## src/rtl/matmul_seq_ctrl.sv

```systemverilog
// Sequencer for C = A x B using one multiply-accumulate unit; elements are produced in row-major order.
// Define MATMUL_SAT_EN to clamp c_wdata to 2^bitlength-1 instead of truncating it modulo 2^bitlength.
module matmul_seq_ctrl #(
    parameter  int bitlength = 8,
    parameter  int M1_D1     = 4,
    parameter  int M1_D2     = 2,
    parameter  int M2_D2     = 3,
    localparam int RW        = (M1_D1 > 1) ? $clog2(M1_D1) : 1,
    localparam int KW        = (M1_D2 > 1) ? $clog2(M1_D2) : 1,
    localparam int CW        = (M2_D2 > 1) ? $clog2(M2_D2) : 1
) (
    input  logic                 clk,
    input  logic                 rst_n,
    input  logic                 start,
    input  logic                 stall,
    output logic [RW-1:0]        a_row,
    output logic [KW-1:0]        a_col,
    input  logic [bitlength-1:0] a_rdata,
    output logic [KW-1:0]        b_row,
    output logic [CW-1:0]        b_col,
    input  logic [bitlength-1:0] b_rdata,
    output logic                 c_we,
    output logic [RW-1:0]        c_row,
    output logic [CW-1:0]        c_col,
    output logic [bitlength-1:0] c_wdata,
    output logic                 busy,
    output logic                 done
);

    // state | meaning
    // IDLE  | waiting for start, all outputs 0
    // MAC   | accumulating A[i][k]*B[k][j], one k per cycle
    // WRITE | C[i][j] = acc presented with c_we for one cycle
    // DONE  | one-cycle done pulse, start ignored
    typedef enum logic [1:0] {IDLE, MAC, WRITE, DONE} state_t;

    localparam int AW = 2*bitlength + $clog2(M1_D2);
    localparam logic [RW-1:0] I_LAST = RW'(M1_D1 - 1);
    localparam logic [KW-1:0] K_LAST = KW'(M1_D2 - 1);
    localparam logic [CW-1:0] J_LAST = CW'(M2_D2 - 1);

    state_t                 state_q, state_d;
    logic [RW-1:0]          i_q, i_d;
    logic [CW-1:0]          j_q, j_d;
    logic [KW-1:0]          k_q, k_d;
    logic [AW-1:0]          acc_q, acc_d;
    logic [2*bitlength-1:0] prod;
    logic [bitlength-1:0]   c_val;

    assign prod = a_rdata * b_rdata;

`ifdef MATMUL_SAT_EN
    assign c_val = (acc_q[AW-1:bitlength] != '0) ? {bitlength{1'b1}} : acc_q[bitlength-1:0];
`else
    assign c_val = acc_q[bitlength-1:0];
`endif

    always_ff @(posedge clk or negedge rst_n) begin
        if (!rst_n) begin
            state_q <= IDLE;
            i_q     <= '0;
            j_q     <= '0;
            k_q     <= '0;
            acc_q   <= '0;
        end else begin
            state_q <= state_d;
            i_q     <= i_d;
            j_q     <= j_d;
            k_q     <= k_d;
            acc_q   <= acc_d;
        end
    end

    always_comb begin
        state_d = state_q;
        i_d     = i_q;
        j_d     = j_q;
        k_d     = k_q;
        acc_d   = acc_q;
        a_row   = '0;
        a_col   = '0;
        b_row   = '0;
        b_col   = '0;
        c_we    = 1'b0;
        c_row   = '0;
        c_col   = '0;
        c_wdata = '0;
        done    = 1'b0;
        busy    = (state_q != IDLE);

        unique case (state_q)
            IDLE: begin
                if (start && !stall) begin
                    state_d = MAC;
                    i_d     = '0;
                    j_d     = '0;
                    k_d     = '0;
                end
            end
            MAC: begin
                a_row = i_q;
                a_col = k_q;
                b_row = k_q;
                b_col = j_q;
                if (!stall) begin
                    acc_d = (k_q == '0) ? AW'(prod) : acc_q + AW'(prod);
                    if (k_q == K_LAST) begin
                        k_d     = '0;
                        state_d = WRITE;
                    end else begin
                        k_d = k_q + 1'b1;
                    end
                end
            end
            WRITE: begin
                c_row   = i_q;
                c_col   = j_q;
                c_wdata = c_val;
                c_we    = !stall;
                if (!stall) begin
                    state_d = MAC;
                    if (j_q == J_LAST) begin
                        j_d = '0;
                        if (i_q == I_LAST) begin
                            i_d     = '0;
                            state_d = DONE;
                        end else begin
                            i_d = i_q + 1'b1;
                        end
                    end else begin
                        j_d = j_q + 1'b1;
                    end
                end
            end
            DONE: begin
                done = !stall;
                if (!stall) state_d = IDLE;
            end
            default: state_d = IDLE;
        endcase
    end

endmodule

```

## config.mk

```make
export PLATFORM = sky130hd
export DESIGN_NAME = matmul_seq_ctrl
export DESIGN_NICKNAME = d
export VERILOG_FILES = /design/src/rtl/matmul_seq_ctrl.sv
export SDC_FILE = /design/constraint.sdc
export NUM_CORES = 1
export LEC_CHECK = 0
export ABC_AREA = 0
export ABC_CLOCK_PERIOD_IN_PS = 4059
export CAP_MARGIN = 0
export CELL_PAD_IN_SITES_DETAIL_PLACEMENT = 1
export CELL_PAD_IN_SITES_GLOBAL_PLACEMENT = 1
export CORE_ASPECT_RATIO = 0.7
export CORE_MARGIN = 2
export CORE_UTILIZATION = 42
export CTS_BUF_LIST = sky130_fd_sc_hd__clkbuf_16
export DETAILED_ROUTE_END_ITERATION = 6
export GPL_ROUTABILITY_DRIVEN = 1
export GPL_TIMING_DRIVEN = 1
export PLACE_DENSITY_LB_ADDON = 0.05
export SYNTH_ARGS = -nofsm -noshare
export SYNTH_HDL_FRONTEND = slang
export SYNTH_SLANG_ARGS = --single-unit
```

## constraint.sdc

```tcl
create_clock -name clk -period 4.06 [get_ports clk]
set_input_delay 1.015 -clock clk [delete_from_list [all_inputs] [get_ports clk]]
set_output_delay 1.015 -clock clk [all_outputs]
set_load 0.01 [all_outputs]
```

# Word-level counts from Yosys, hierarchy flattened
# Index checks and enable logic that the tools add are counted.
[totals]
register_bits = 24
input_bits = 20
[classes]
muxes = 29
n_mul = 1
n_bitwise = 1
add_sub_neg = 4
reduce_logical = 11
n_eq_ne = 11
[ops]
columns = ["operator", "count"]
rows = [
  ["$mux 2", 17],
  ["$add 17x16->17", 1],
  ["$mux 17", 1],
  ["$mul 8x8->16", 1],
  ["$ne 2x2->1 const B", 6],
  ["$eq 2x2->1 const B", 4],
  ["$mux 8", 1],
  ["$pmux 2 s2", 2],
  ["$pmux 2 s4", 1],
  ["$mux 1", 6],
  ["$reduce_and 3->1", 2],
  ["$reduce_bool 2->1", 3],
  ["$reduce_and 5->1", 1],
  ["$add 2x1->2 const B", 2],
  ["$reduce_and 4->1", 1],
  ["$eq 2x1->1 const B", 1],
  ["$logic_not 2->1", 1],
  ["$pmux 1 s2", 1],
  ["$reduce_and 2->1", 1],
  ["$add 1x1->1 const B", 1],
  ["$logic_and 1x1->1", 1],
  ["$logic_not 1->1", 1],
  ["$not 1->1", 1],
]

# Depth between registers and ports, before layout
[depth]
depth_word = 5
mapped_depth = 16
mapped_depth_nobuf = 16

# Worst setup path before layout
# Ideal clock, no wire load.
[synth_timing]
path_type = "input -> register"
startpoint = "input b_rdata[4]"
endpoint = "register acc_q[7]"
n_path_buf = 0
path_slack_ns = -0.655
arrival_ns = 4.629
setup_ns = 0.086
cell_stages = 14
cell_sequence = "and2_1 -> fa_1 -> inv_1 -> fa_1 -> fa_1 -> fa_1 -> inv_1 -> ha_1 -> xnor2_1 -> ha_1 -> o21a_1 -> a21oi_1 -> mux2_2 -> a32oi_1"
[synth_via]
elab_chain_cells = 3
[synth_lines]
columns = ["element", "line_no", "source"]
rows = [
  ["start: declaration", "21", "input logic [bitlength-1:0] b_rdata,"],
  ["$mul 8x8->16 *", "50", "assign prod = a_rdata * b_rdata;"],
  ["$add 17x16->17", "106", "acc_d = (k_q == '0) ? AW'(prod) : acc_q + AW'(prod);"],
  ["$mux 17 *", "106", ""],
  ["end signal: assignment", "64", "acc_q <= '0;"],
  ["end signal: assignment", "70", "acc_q <= acc_d;"],
  ["end: declaration", "46", "logic [AW-1:0] acc_q, acc_d;"],
]
# Mark *: on every way between the ends. The rest lies on a longest branch, timed or not.
# A chain may end at the register's enable or synchronous reset.

# Worst setup path in the final report
[layout_timing]
startpoint = "input a_rdata[3]"
endpoint = "register acc_q[7]"
[layout_via]
elab_chain_cells = 3
[layout_lines]
columns = ["element", "line_no", "source"]
rows = [
  ["start: declaration", "18", "input logic [bitlength-1:0] a_rdata,"],
  ["$mul 8x8->16 *", "50", ""],
  ["$add 17x16->17", "106", ""],
  ["$mux 17 *", "106", ""],
]
# Marked as above.

==> flow_metrics.py <==
metrics = {
    "worst_hold_path": {
        "holdPathStages": 2,
        "hold_path_class": "reg2reg",
    },
    "cts": {
        "cts_buffer_depth": 2,
        "cts_tree": "yes",
        "clk_pin_slew_ps": 50,
        "cts.sinks": 15,
        "cts-buffers-inserted": 3,
        "htreeDepth": 1,
        "clockRootBuffer": "clkbuf_16",
        "ctsHoldBuffers": 0,
        "clkLatencyLatePin_ps": 250,
    },
    "synth": {
        "ys_seq_area_share_pct": 18.2,
        "synth_edf_count": 0,
        "syn-num-nets": 296,
        "async_reset_ff_share_pct": 100,
        "synth_mux_area_share_pct": 4.00,
        "synth_ff_type": "dfrtp_1",
        "synth_simple_gate_area_share_pct": 23.8,
        "synth_fa_ha_area_share_pct": 27.2,
        "synth-xor-area-share_pct": 9.41,
        "yosysWarningCount": 0,
        "synth_top_area_share_pct": 18.2,
        "synthTopCellsByCount": "and2_1, inv_1, nand2_1",
        "yosysMostFrequentCell": "and2_1",
        "syn_inst": 239,
        "syn_area_um2": 2060,
        "synth_area_leaders": "dfrtp_1, ha_1, fa_1",
        "yosysTopAreaCell": "dfrtp_1",
        "synth_top_family_by_area": "adder cells",
        "syn_avg_cell_area_um2": 8.63,
        "ys_types": 39,
        "synth-seq-cells": 15,
        "synth-compound-area-share_pct": 10.1,
    },
    "status": {
        "violations": "setup timing",
        "status": "finished with violations",
    },
    "cells_and_area": {
        "nets": 356,
        "fillers": 545,
        "syn2layout_area_growth_pct": 43.9,
        "num_antenna_cells": 0,
        "final_util_pct": 62.4,
        "final_area_um2": 2970,
        "drive_above_1_share_pct": 29.5,
        "final_cells": 367,
    },
    "worst_setup_path": {
        "path_cells": "buf_2 -> and2_4 -> fa_2 -> ha_1 -> ha_1 -> inv_2 -> fa_1 -> inv_2 -> ha_4 -> a21oi_4 -> xnor2_4 -> ha_4 -> o21a_1 -> a21oi_2 -> mux2i_1 -> a32oi_2",
        "path_max_fanout": 4,
        "cpPeakStageDelay_ps": 490,
        "cp-end-kind": "register",
        "cp_data_required_time_ps": 4150,
        "critPathKind": "in2reg",
        "r2r_cells": 8,
        "cp_slowest_cell": "fa_1",
        "startpoint_type": "primary input",
        "cp.arrival_ps": 4630,
    },
    "global_routing": {
        "antenna_found_initial": 0,
        "use_met1_pct": 36.3,
        "grt_pass1_vias": 1892,
        "grt_pass1_wl_mm": 9.98,
        "grt_util_met2_pct": 35.9,
        "grt_overflow_total": 0,
        "track_usage_pct": 23.5,
        "grt.busiest_layer": "met1",
        "grt_use_met3_pct": 3.43,
        "grt_max_degree": 19,
    },
    "route": {
        "ant_nets": 0,
        "via_count": 1858,
        "drt_iter0_drc": 65,
        "drc": 0,
        "detail_route.wl_per_cell_um": 17.6,
        "dr.pass1.iters": 4,
        "totalWireLength_mm": 6.46,
        "routed_via_density": 5.06,
    },
    "pwr": {
        "leakage_uw": 0.00137,
        "power.total_uw": 1830,
        "power_density_nw_per_um2": 615,
        "vdd_drop_max_mv": 0.270,
    },
    "placement": {
        "dpl_cell_area_um2": 2710,
        "gpl.final_weighted_congestion": 0.844,
        "dp_hpwl_mm": 4.69,
        "dp.cells": 359,
        "io_buffers": 40,
    },
    "sta": {
        "worst_slack_ps": -475,
        "fin_crit_ps": 4540,
        "setup_viol": 3,
        "fin_skew_ps": 6.68,
        "slew_headroom_pct": 50.0,
        "period_share_pct": 112,
        "fmax_ghz": 0.220,
        "finalHoldViolCount": 0,
        "timing.setup.tns_ps": -996,
        "drv_slew": 0,
        "tightest_slew_ps": 749,
        "rsz0062_at_grt": "true",
    },
    "job": {
        "cap_violations": 0,
    },
    "die": {
        "chipHeight_um": 62.6,
        "die-area_um2": 5490,
        "start_util_pct": 43.4,
        "core_area_um2": 4760,
        "rows": 21,
        "die_w_um": 87.7,
        "io_pins": 41,
    },
}
placed cells by master (no fill, tap or decap), types with 7 or more instances in the layout:
master	Yosys	layout
inv_2	0	7
nor2_1	10	10
o21ai_0	18	13
clkdlybuf4s50_1	0	27
and2_1	32	21
ha_1	24	15
ha_4	0	7
buf_4	3	18
xnor2_1	11	9
dfrtp_1	15	15
buf_6	1	9
and2_4	0	12
inv_1	27	21
nand2_1	25	24
fa_1	13	10
power by group:
group | switching [µW] | internal [µW] | total (µW)
combinational | 610 | 700 | 1310
sequential | 109 | 212 | 321
clock | 64.7 | 131 | 195
total | 784 | 1040 | 1830
layout make-up:
class / instances / area, µm² / share of cell area (%)
Clock buffer: 3 / 75.1 / 2.53
Clock inverter: 1 / 3.75 / 0.126
Inverter: 27 / 101 / 3.41
Multi-Input combinational cell: 189 / 1740 / 58.7
Sequential cell: 15 / 375 / 12.6
Tap cell: 69 / 86.3 / 2.91
Timing Repair Buffer: 63 / 584 / 19.7
logic make-up (layout without fill, tap and decap cells):
kind of cell               Yosys count  after routing
AOI/OAI and AO/OA                   36             36
xor gates and xnor gates            18             18
adders and majority gates           37             37
buffers and inverters               35             94
DFF                                 15             15
muxes                                8              8
and+or+nand+nor                     90             90
worst max-delay path, delay by kind of cell:
kind / cells / cell delay [ps]
adder cells (fa/ha/maj): 6 / 2110
buffers and inverters: 3 / 240
AND/OR/NAND/NOR: 1 / 170
multiplexers: 1 / 260
AO/OA/AOI/OAI: 4 / 680
XOR/XNOR: 1 / 160
timing repair:
item | CTS | global route
endpoints found under the setup margin | 5 | 4
gates resized for setup | 73 | 14
buffers inserted | 1 | 3
pin swaps | 25 | 15
path summary, 6_finish.rpt:
kind | from | slack [ps] | endpoint
setup / recovery | a_rdata[3] | -480 | acc_q[7]$_DFFE_PN0P_
hold / removal | acc_q[3]$_DFFE_PN0P_ | 530 | acc_q[3]$_DFFE_PN0P_
setup reg to reg | acc_q[0]$_DFFE_PN0P_ | 1880 | acc_q[6]$_DFFE_PN0P_
hold reg to reg | acc_q[3]$_DFFE_PN0P_ | 530 | acc_q[3]$_DFFE_PN0P_
max in group asynchronous | rst_n | 2390 | state_q[1]$_DFFE_PN0P_
min in group asynchronous | rst_n | 1200 | k_q$_DFFE_PN0P_
registers in the layout, summed over array words and instances, names as in the netlist:
| register | cells |
|---|---|
| state_q | 2 |
| i_q | 2 |
| k_q | 1 |
| acc_q | 8 |
| j_q | 2 |
through the flow:
step                hold WS [ps]  setup WS, ps
floorplan                    470          -436
global placement             492         -1080
detailed placement           502         -1180
CTS                          545          -464
global route                 585          -608
finish                       534          -475
layer usage:
| layer | vias up | wire length, µm |
|---|---|---|
| met2 | 45 | 2930 |
| met4 | 0 | 86 |
| met3 | 6 | 255 |
| li1 | 894 | - |
| met1 | 913 | 3190 |
| met5 | - | 0 |
No activity file was read; power rests on OpenSTA's default activity.
